==> config.mk <==
export PLATFORM = sky130hd
export DESIGN_NAME = reg_file_2r1w_flat
export DESIGN_NICKNAME = d
export VERILOG_FILES = /design/src/rtl/reg_file_2r1w_pkg.sv /design/src/rtl/reg_file_2r1w_if.sv /design/src/rtl/reg_file_2r1w_word.sv /design/src/rtl/reg_file_2r1w.sv /design/src/flat_wrapper.sv
export SDC_FILE = /design/constraint.sdc
export NUM_CORES = 2
export LEC_CHECK = 0
export CAP_MARGIN = 20
export CORE_AREA = 5 5 374 560
export DETAILED_ROUTE_END_ITERATION = 16
export DIE_AREA = 0 0 379 565
export GPL_TIMING_DRIVEN = 0
export PLACE_DENSITY = 0.42
export SYNTH_ARGS = -nofsm -noshare
export SYNTH_HDL_FRONTEND = slang
export SYNTH_SLANG_ARGS = --single-unit
==> constraint.sdc <==
create_clock -name C -period 46.3 [get_ports C]
set_input_delay 9.26 -clock C [delete_from_list [all_inputs] [get_ports C]]
set_output_delay 9.26 -clock C [all_outputs]
set_load 0.05 [all_outputs]
==> src/rtl/reg_file_2r1w_pkg.sv <==
// Shared constants and FSM encoding for the 2-read/1-write register file.
// Imported by the interface, the word register and the top level.
package reg_file_pkg;

  localparam int WIDTH_DEF    = 32;
  localparam int DEPTH_DEF    = 32;
  localparam int ADDR_W_DEF   = 5;
  localparam int ZERO_REG_DEF = 1;

  typedef enum logic {
    ST_IDLE  = 1'b0,
    ST_CLEAR = 1'b1
  } state_t;

endpackage

==> src/rtl/reg_file_2r1w_if.sv <==
// Port bundle between the decode stage (master) and the register file (slave).
import reg_file_pkg::*;

interface reg_file_2r1w_if #(
   parameter int WIDTH  = WIDTH_DEF,
   parameter int ADDR_W = ADDR_W_DEF
);
   logic              WE;
   logic [ADDR_W-1:0] WADDR;
   logic [WIDTH-1:0]  WDATA;
   logic              RE;
   logic [ADDR_W-1:0] RADDR1;
   logic [ADDR_W-1:0] RADDR2;
   logic              CLR;
   logic [WIDTH-1:0]  RDATA1;
   logic [WIDTH-1:0]  RDATA2;
   logic              BUSY;

   modport master (
      output WE, WADDR, WDATA, RE, RADDR1, RADDR2, CLR,
      input  RDATA1, RDATA2, BUSY
   );

   modport slave (
      input  WE, WADDR, WDATA, RE, RADDR1, RADDR2, CLR,
      output RDATA1, RDATA2, BUSY
   );
endinterface

==> src/rtl/reg_file_2r1w_word.sv <==
// One storage word: load enable, synchronous clear, asynchronous active-high reset.
import reg_file_pkg::*;

module reg_word #(
   parameter int WIDTH = WIDTH_DEF
) (
   input  logic             clk,
   input  logic             rst,
   input  logic             load,
   input  logic             clr,
   input  logic [WIDTH-1:0] d,
   output logic [WIDTH-1:0] q
);

   // NOTE: sequential state uses non-blocking assignments so every flop samples pre-edge values.
   always_ff @(posedge clk or posedge rst) begin
      if (rst) begin
         q <= '0;
      end else if (clr) begin
         q <= '0;
      end else if (load) begin
         q <= d;
      end
   end

endmodule

==> src/rtl/reg_file_2r1w.sv <==
// DEPTH x WIDTH register file: one write port, two registered read ports,
// write-through bypass, optional hardwired-zero entry 0 and a clear sweep.
import reg_file_pkg::*;

module reg_file_2r1w #(
   parameter int WIDTH    = WIDTH_DEF,
   parameter int DEPTH    = DEPTH_DEF,
   parameter int ADDR_W   = ADDR_W_DEF,
   parameter int ZERO_REG = ZERO_REG_DEF
) (
   input  logic            C,
   input  logic            R,
   reg_file_2r1w_if.slave  bus
);

   localparam logic [ADDR_W-1:0] LAST_ADDR = ADDR_W'(DEPTH - 1);

   state_t            state, state_nxt;
   logic [ADDR_W-1:0] cnt, cnt_nxt;

   logic [DEPTH-1:0]            dec;
   logic [DEPTH-1:0]            clr_vec;
   logic [DEPTH-1:0][WIDTH-1:0] words;
   logic                        wr_ok;

   logic [WIDTH-1:0] rdata1, rdata2;
   logic [WIDTH-1:0] rd1_nxt, rd2_nxt;

   // A write lands only in IDLE, loses to a simultaneous CLR, and never touches a hardwired zero.
   assign wr_ok = (state == ST_IDLE) && bus.WE && !bus.CLR &&
                  !((ZERO_REG != 0) && (bus.WADDR == '0));

   generate
      if (DEPTH == 32) begin : g_dec_chain
         logic [3:0] lo;
         logic [7:0] hi;
         assign lo = 4'(1) << bus.WADDR[1:0];
         assign hi = 8'(1) << bus.WADDR[4:2];
         for (genvar i = 0; i < 32; i++) begin : g_and
            assign dec[i] = hi[i / 4] & lo[i % 4];
         end
      end else begin : g_dec_bin
         assign dec = DEPTH'(1) << bus.WADDR;
      end
   endgenerate

   // NOTE: the storage array is reset like any other state so a reset mid-sweep leaves no stale data.
   generate
      for (genvar i = 0; i < DEPTH; i++) begin : g_word
         assign clr_vec[i] = (state == ST_CLEAR) && (cnt == ADDR_W'(i));
         reg_word #(.WIDTH(WIDTH)) u_word (
            .clk  (C),
            .rst  (R),
            .load (wr_ok && dec[i]),
            .clr  (clr_vec[i]),
            .d    (bus.WDATA),
            .q    (words[i])
         );
      end
   endgenerate

   // NOTE: every always_comb output gets a default first, so no path can infer a latch.
   always_comb begin
      state_nxt = state;
      cnt_nxt   = cnt;
      unique case (state)
         ST_IDLE: begin
            if (bus.CLR) begin
               state_nxt = ST_CLEAR;
               cnt_nxt   = '0;
            end
         end
         ST_CLEAR: begin
            cnt_nxt = cnt + ADDR_W'(1);
            if (cnt == LAST_ADDR) begin
               state_nxt = ST_IDLE;
            end
         end
         default: begin
            state_nxt = ST_IDLE;
            cnt_nxt   = '0;
         end
      endcase
   end

   always_ff @(posedge C or posedge R) begin
      if (R) begin
         state <= ST_IDLE;
         cnt   <= '0;
      end else begin
         state <= state_nxt;
         cnt   <= cnt_nxt;
      end
   end

   // Read select: array data, overridden by the in-flight write, overridden by the zero entry.
   always_comb begin
      rd1_nxt = words[bus.RADDR1];
      rd2_nxt = words[bus.RADDR2];
      if (wr_ok && (bus.RADDR1 == bus.WADDR)) rd1_nxt = bus.WDATA;
      if (wr_ok && (bus.RADDR2 == bus.WADDR)) rd2_nxt = bus.WDATA;
      if ((ZERO_REG != 0) && (bus.RADDR1 == '0)) rd1_nxt = '0;
      if ((ZERO_REG != 0) && (bus.RADDR2 == '0)) rd2_nxt = '0;
   end

   always_ff @(posedge C or posedge R) begin
      if (R) begin
         rdata1 <= '0;
         rdata2 <= '0;
      end else if (bus.RE) begin
         rdata1 <= rd1_nxt;
         rdata2 <= rd2_nxt;
      end
   end

   assign bus.RDATA1 = rdata1;
   assign bus.RDATA2 = rdata2;
   assign bus.BUSY   = (state == ST_CLEAR);

endmodule
==> src/flat_wrapper.sv <==
// flat-port wrapper written by rule: the top's interface ports become plain ports
module reg_file_2r1w_flat 
#(
   parameter int WIDTH    = WIDTH_DEF,
   parameter int DEPTH    = DEPTH_DEF,
   parameter int ADDR_W   = ADDR_W_DEF,
   parameter int ZERO_REG = ZERO_REG_DEF
)
  (C, R, bus_WE, bus_WADDR, bus_WDATA, bus_RE, bus_RADDR1, bus_RADDR2, bus_CLR, bus_RDATA1, bus_RDATA2, bus_BUSY);
  reg_file_2r1w_if #(.WIDTH(WIDTH), .ADDR_W(ADDR_W)) bus_i ();
  input  logic C;
  input  logic R;
  input wire logic [$bits(bus_i.WE)-1:0] bus_WE;
  input wire logic [$bits(bus_i.WADDR)-1:0] bus_WADDR;
  input wire logic [$bits(bus_i.WDATA)-1:0] bus_WDATA;
  input wire logic [$bits(bus_i.RE)-1:0] bus_RE;
  input wire logic [$bits(bus_i.RADDR1)-1:0] bus_RADDR1;
  input wire logic [$bits(bus_i.RADDR2)-1:0] bus_RADDR2;
  input wire logic [$bits(bus_i.CLR)-1:0] bus_CLR;
  output wire logic [$bits(bus_i.RDATA1)-1:0] bus_RDATA1;
  output wire logic [$bits(bus_i.RDATA2)-1:0] bus_RDATA2;
  output wire logic [$bits(bus_i.BUSY)-1:0] bus_BUSY;
  assign bus_i.WE = bus_WE;
  assign bus_i.WADDR = bus_WADDR;
  assign bus_i.WDATA = bus_WDATA;
  assign bus_i.RE = bus_RE;
  assign bus_i.RADDR1 = bus_RADDR1;
  assign bus_i.RADDR2 = bus_RADDR2;
  assign bus_i.CLR = bus_CLR;
  assign bus_RDATA1 = bus_i.RDATA1;
  assign bus_RDATA2 = bus_i.RDATA2;
  assign bus_BUSY = bus_i.BUSY;
  reg_file_2r1w #(.WIDTH(WIDTH), .DEPTH(DEPTH), .ADDR_W(ADDR_W), .ZERO_REG(ZERO_REG)) u_core (.C(C), .R(R), .bus(bus_i));
endmodule
==> impl_metrics.env <==
export IMPL_cts_setup_buffers=0
export IMPL_start_kind="input port"
export IMPL_r2r_cells=7
export IMPL_cap_violations=0
export IMPL_hold_viol=0
export IMPL_die_area_sq_um=214100
export IMPL_antenna_found_initial=15
export IMPL_r2r_setup_slack_ns=42.72
export IMPL_die_w_microns=379
export IMPL_synthCells=6012
export IMPL_gp_congestion=0.9613
export IMPL_route_met2_wl_microns=142600
export IMPL_avgSynthCellArea_sq_um=10.13
export IMPL_dp_hpwl_microns=225700
export IMPL_synth_top_area_share_pct=44.95
export IMPL_yosysWarnings=0
export IMPL_worst_path_buf_inv=4
export IMPL_grt_pass1_wl_microns=411700
export IMPL_clkSlewWorstSetupHoldPaths_ns=0.06
export IMPL_drt_met1_wl_microns=109400
export IMPL_pwr_density_cell_nw_per_um2=34.20
export IMPL_synth_area_sq_um=60900
export IMPL_setup_tns_ns=0
export IMPL_synthFlopType="dfrtp_1"
export IMPL_syn_to_final_growth_pct=14.73
export IMPL_rows=203
export IMPL_dieHeight_microns=565
export IMPL_hold_path_class="flip-flop to flip-flop"
export IMPL_async_flop_share_pct=100.0
export IMPL_path_common_cell="buf_2"
export IMPL_grt_overflow_total=0
export IMPL_rsz0062_at_grt="no"
export IMPL_grt_pass1_vias=51220
export IMPL_slew_headroom_pct=16.65
export IMPL_routed_wl_microns=299300
export IMPL_initial_core_util_pct=29.90
export IMPL_cp_slowest_stage_delay_ns=0.91
export IMPL_worstMarginPinSlew_ns=1.250
export IMPL_htree_levels=3
export IMPL_yosysSeqAreaShare_pct=44.95
export IMPL_vdd_drop_max_mv=0.03016
export IMPL_cp_arrival_ns=12.82
export IMPL_crit_path_end_kind="flip-flop"
export IMPL_viasPerCell=5.717
export IMPL_cp_endpoint="u_core.g_word[29].u_word.q[5]$_DFFE_PP0P_"
export IMPL_cp_required_ns=46.99
export IMPL_pin_count=117
export IMPL_vias=51700
export IMPL_crit_type="input port to flip-flop"
export IMPL_cp_cell_sequence="clkdlybuf4s50_1, buf_2, clkbuf_1, nand3_1, nor3_1, buf_2, nand2_1, a21oi_1"
export IMPL_portBuffers=111
export IMPL_cts_resized=0
export IMPL_instances_no_fill=9042
export IMPL_min_period_over_period_pct=26.20
export IMPL_leakagePower_nw=27.47
export IMPL_cts_root_buf="clkbuf_16"
export IMPL_drt_iter0_drc=4878
export IMPL_drive_gt1_share_pct=16.53
export IMPL_max_freq_ghz=0.08243
export IMPL_synth_area_leaders="dfrtp_1 (45%), mux4_2 (21%), nand2_1 (12%), a21oi_1 (8.2%), clkbuf_1 (2.8%)"
export IMPL_maxSlewViolCount=0
export IMPL_coreArea_sq_um=203700
export IMPL_yosysMostFrequentCell="nand2_1"
export IMPL_setup_violations=0
export IMPL_path_depth=8
export IMPL_final_antenna_net_count=0
export IMPL_met3WireLength_microns=19040
export IMPL_synth_common_cells="nand2_1 (1994), dfrtp_1 (1094), a21oi_1 (993)"
export IMPL_dp_cells=8823
export IMPL_nets=6338
export IMPL_synth_net_count=6070
export IMPL_track_usage_pct=27.49
export IMPL_cts_tree="done"
export IMPL_cts_buffers=119
export IMPL_slowest_stage="nor3_1"
export IMPL_cts_sink_count=1094
export IMPL_fin_skew_ns=0.02870
export IMPL_synth_edf_count=0
export IMPL_drtPass1Iterations=6
export IMPL_r2r_end="u_core.g_word[20].u_word.q[23]$_DFFE_PP0P_"
export IMPL_critPathTopFamily="buffers and inverters"
export IMPL_clk_latency_ns=0.78
export IMPL_drc_errors=0
export IMPL_post_route_min_period_ns=12.13
export IMPL_hold_buffers=0
export IMPL_crit_fanout=10
export IMPL_setup_worst_path_start="bus_WADDR[3]"
export IMPL_synthDistinctLibCells=47
export IMPL_wire_per_inst_microns=33.10
export IMPL_r2r_start="u_core.bus.BUSY$_DFF_PP0_"
export IMPL_yosys_area_top_type="dfrtp_1"
export IMPL_status="completed"
export IMPL_grt_max_degree=120
export IMPL_clockBufferDepth=3
export IMPL_synth_seq_cells=1094
export IMPL_maxUsedRoutingLayer="met5"
[layout by cell type (no fill, tap or decap), types with 22 or more instances in the layout]
master and n:
clkbuf_8 29, a41oi_1 64, nand2_1 1994, clkbuf_16 120, nor2_1 83, nor2b_1 70, buf_1 25, buf_2 150
dfrtp_1 1094, clkdlybuf4s50_1 111, o311a_1 32, buf_6 26, mux4_2 576, o221ai_2 61, and2_1 52, clkbuf_1 490
a21oi_1 993, nand3_1 22, inv_1 72, a22o_1 128
[state kept, by name (all words and copies together) (netlist names)]
| register | cells |
|---|---|
| u_core.bus.RDATA2 | 32 |
| u_core.bus.BUSY | 1 |
| u_core.bus.RDATA1 | 32 |
| u_core.g_word.u_word.q | 1024 |
| u_core.cnt | 5 |
[metal layers]
| metal | vias to the layer above | GRT usage [%] |
|---|---|---|
| li1 | 21730 | - |
| met1 | 26800 | 32.46 |
| met2 | 2391 | 45.30 |
| met3 | 774 | 4.196 |
| met4 | 4 | 20.60 |
| met5 | - | 0 |
[through the flow]
| step | power [mW] | hold WS, ns | utilization (%) | setup WS, ns | area [sq um] |
|---|---|---|---|---|---|
| after detailed placement | 1.419 | 0.4982 | 32.40 | 33.53 | 66010 |
| after global routing | 2.458 | 0.5307 | 34.30 | 34.08 | 69860 |
| after floorplan | 1.246 | 0.4666 | - | 6.239 | 60900 |
| after global placement | 1.410 | 0.4826 | 32.08 | -10.23 | 65350 |
| after CTS | 2.403 | 0.5146 | 34.29 | 34.34 | 69840 |
| final | 2.390 | 0.5110 | 34.30 | 34.17 | 69870 |
[cells by family after synthesis]
kind of cell             share of synthesized area [%]
AND/OR/NAND/NOR                                  15.16
AO/OA/AOI/OAI                                    13.27
flip-flops                                       44.95
buffers and inverters                            4.994
multiplexers                                     21.34
XOR/XNOR                                        0.1582
adder cells (fa/ha/maj)                         0.1233
[worst min-delay path by stage]
stage / start / to / slack, ns / depth (start not counted)
detailed placement: u_core.g_word[0].u_word.q[24]$_DFFE_PP0P_ / u_core.g_word[0].u_word.q[24]$_DFFE_PP0P_ / 0.50 / 1
finish: u_core.g_word[0].u_word.q[15]$_DFFE_PP0P_ / u_core.g_word[0].u_word.q[15]$_DFFE_PP0P_ / 0.51 / 1
CTS: u_core.g_word[0].u_word.q[17]$_DFFE_PP0P_ / u_core.g_word[0].u_word.q[17]$_DFFE_PP0P_ / 0.51 / 1
global placement: u_core.g_word[0].u_word.q[3]$_DFFE_PP0P_ / u_core.g_word[0].u_word.q[3]$_DFFE_PP0P_ / 0.48 / 1
floorplan: u_core.g_word[0].u_word.q[0]$_DFFE_PP0P_ / u_core.g_word[0].u_word.q[0]$_DFFE_PP0P_ / 0.47 / 1
global route: u_core.g_word[0].u_word.q[3]$_DFFE_PP0P_ / u_core.g_word[0].u_word.q[3]$_DFFE_PP0P_ / 0.53 / 1
[area by class of cell]
| type | count | area (sq um) |
|---|---|---|
| Fill cell | 20900 | 133800 |
| Multi-Input combinational cell | 4192 | 30600 |
| Sequential cell | 1094 | 27380 |
| Clock buffer | 184 | 3533 |
| Tap cell | 2665 | 3334 |
| Buffer | 651 | 2763 |
| Timing Repair Buffer | 147 | 1667 |
| Clock inverter | 28 | 301.5 |
| Inverter | 75 | 289.0 |
| Antenna cell | 6 | 15.01 |
[power breakdown]
group	internal (mW)	switching, mW	total, mW
Combinational	0.107	0.268	0.375
Sequential	0.994	0.0362	1.03
Clock	0.544	0.441	0.984
No activity file was read; power rests on OpenSTA's default activity.
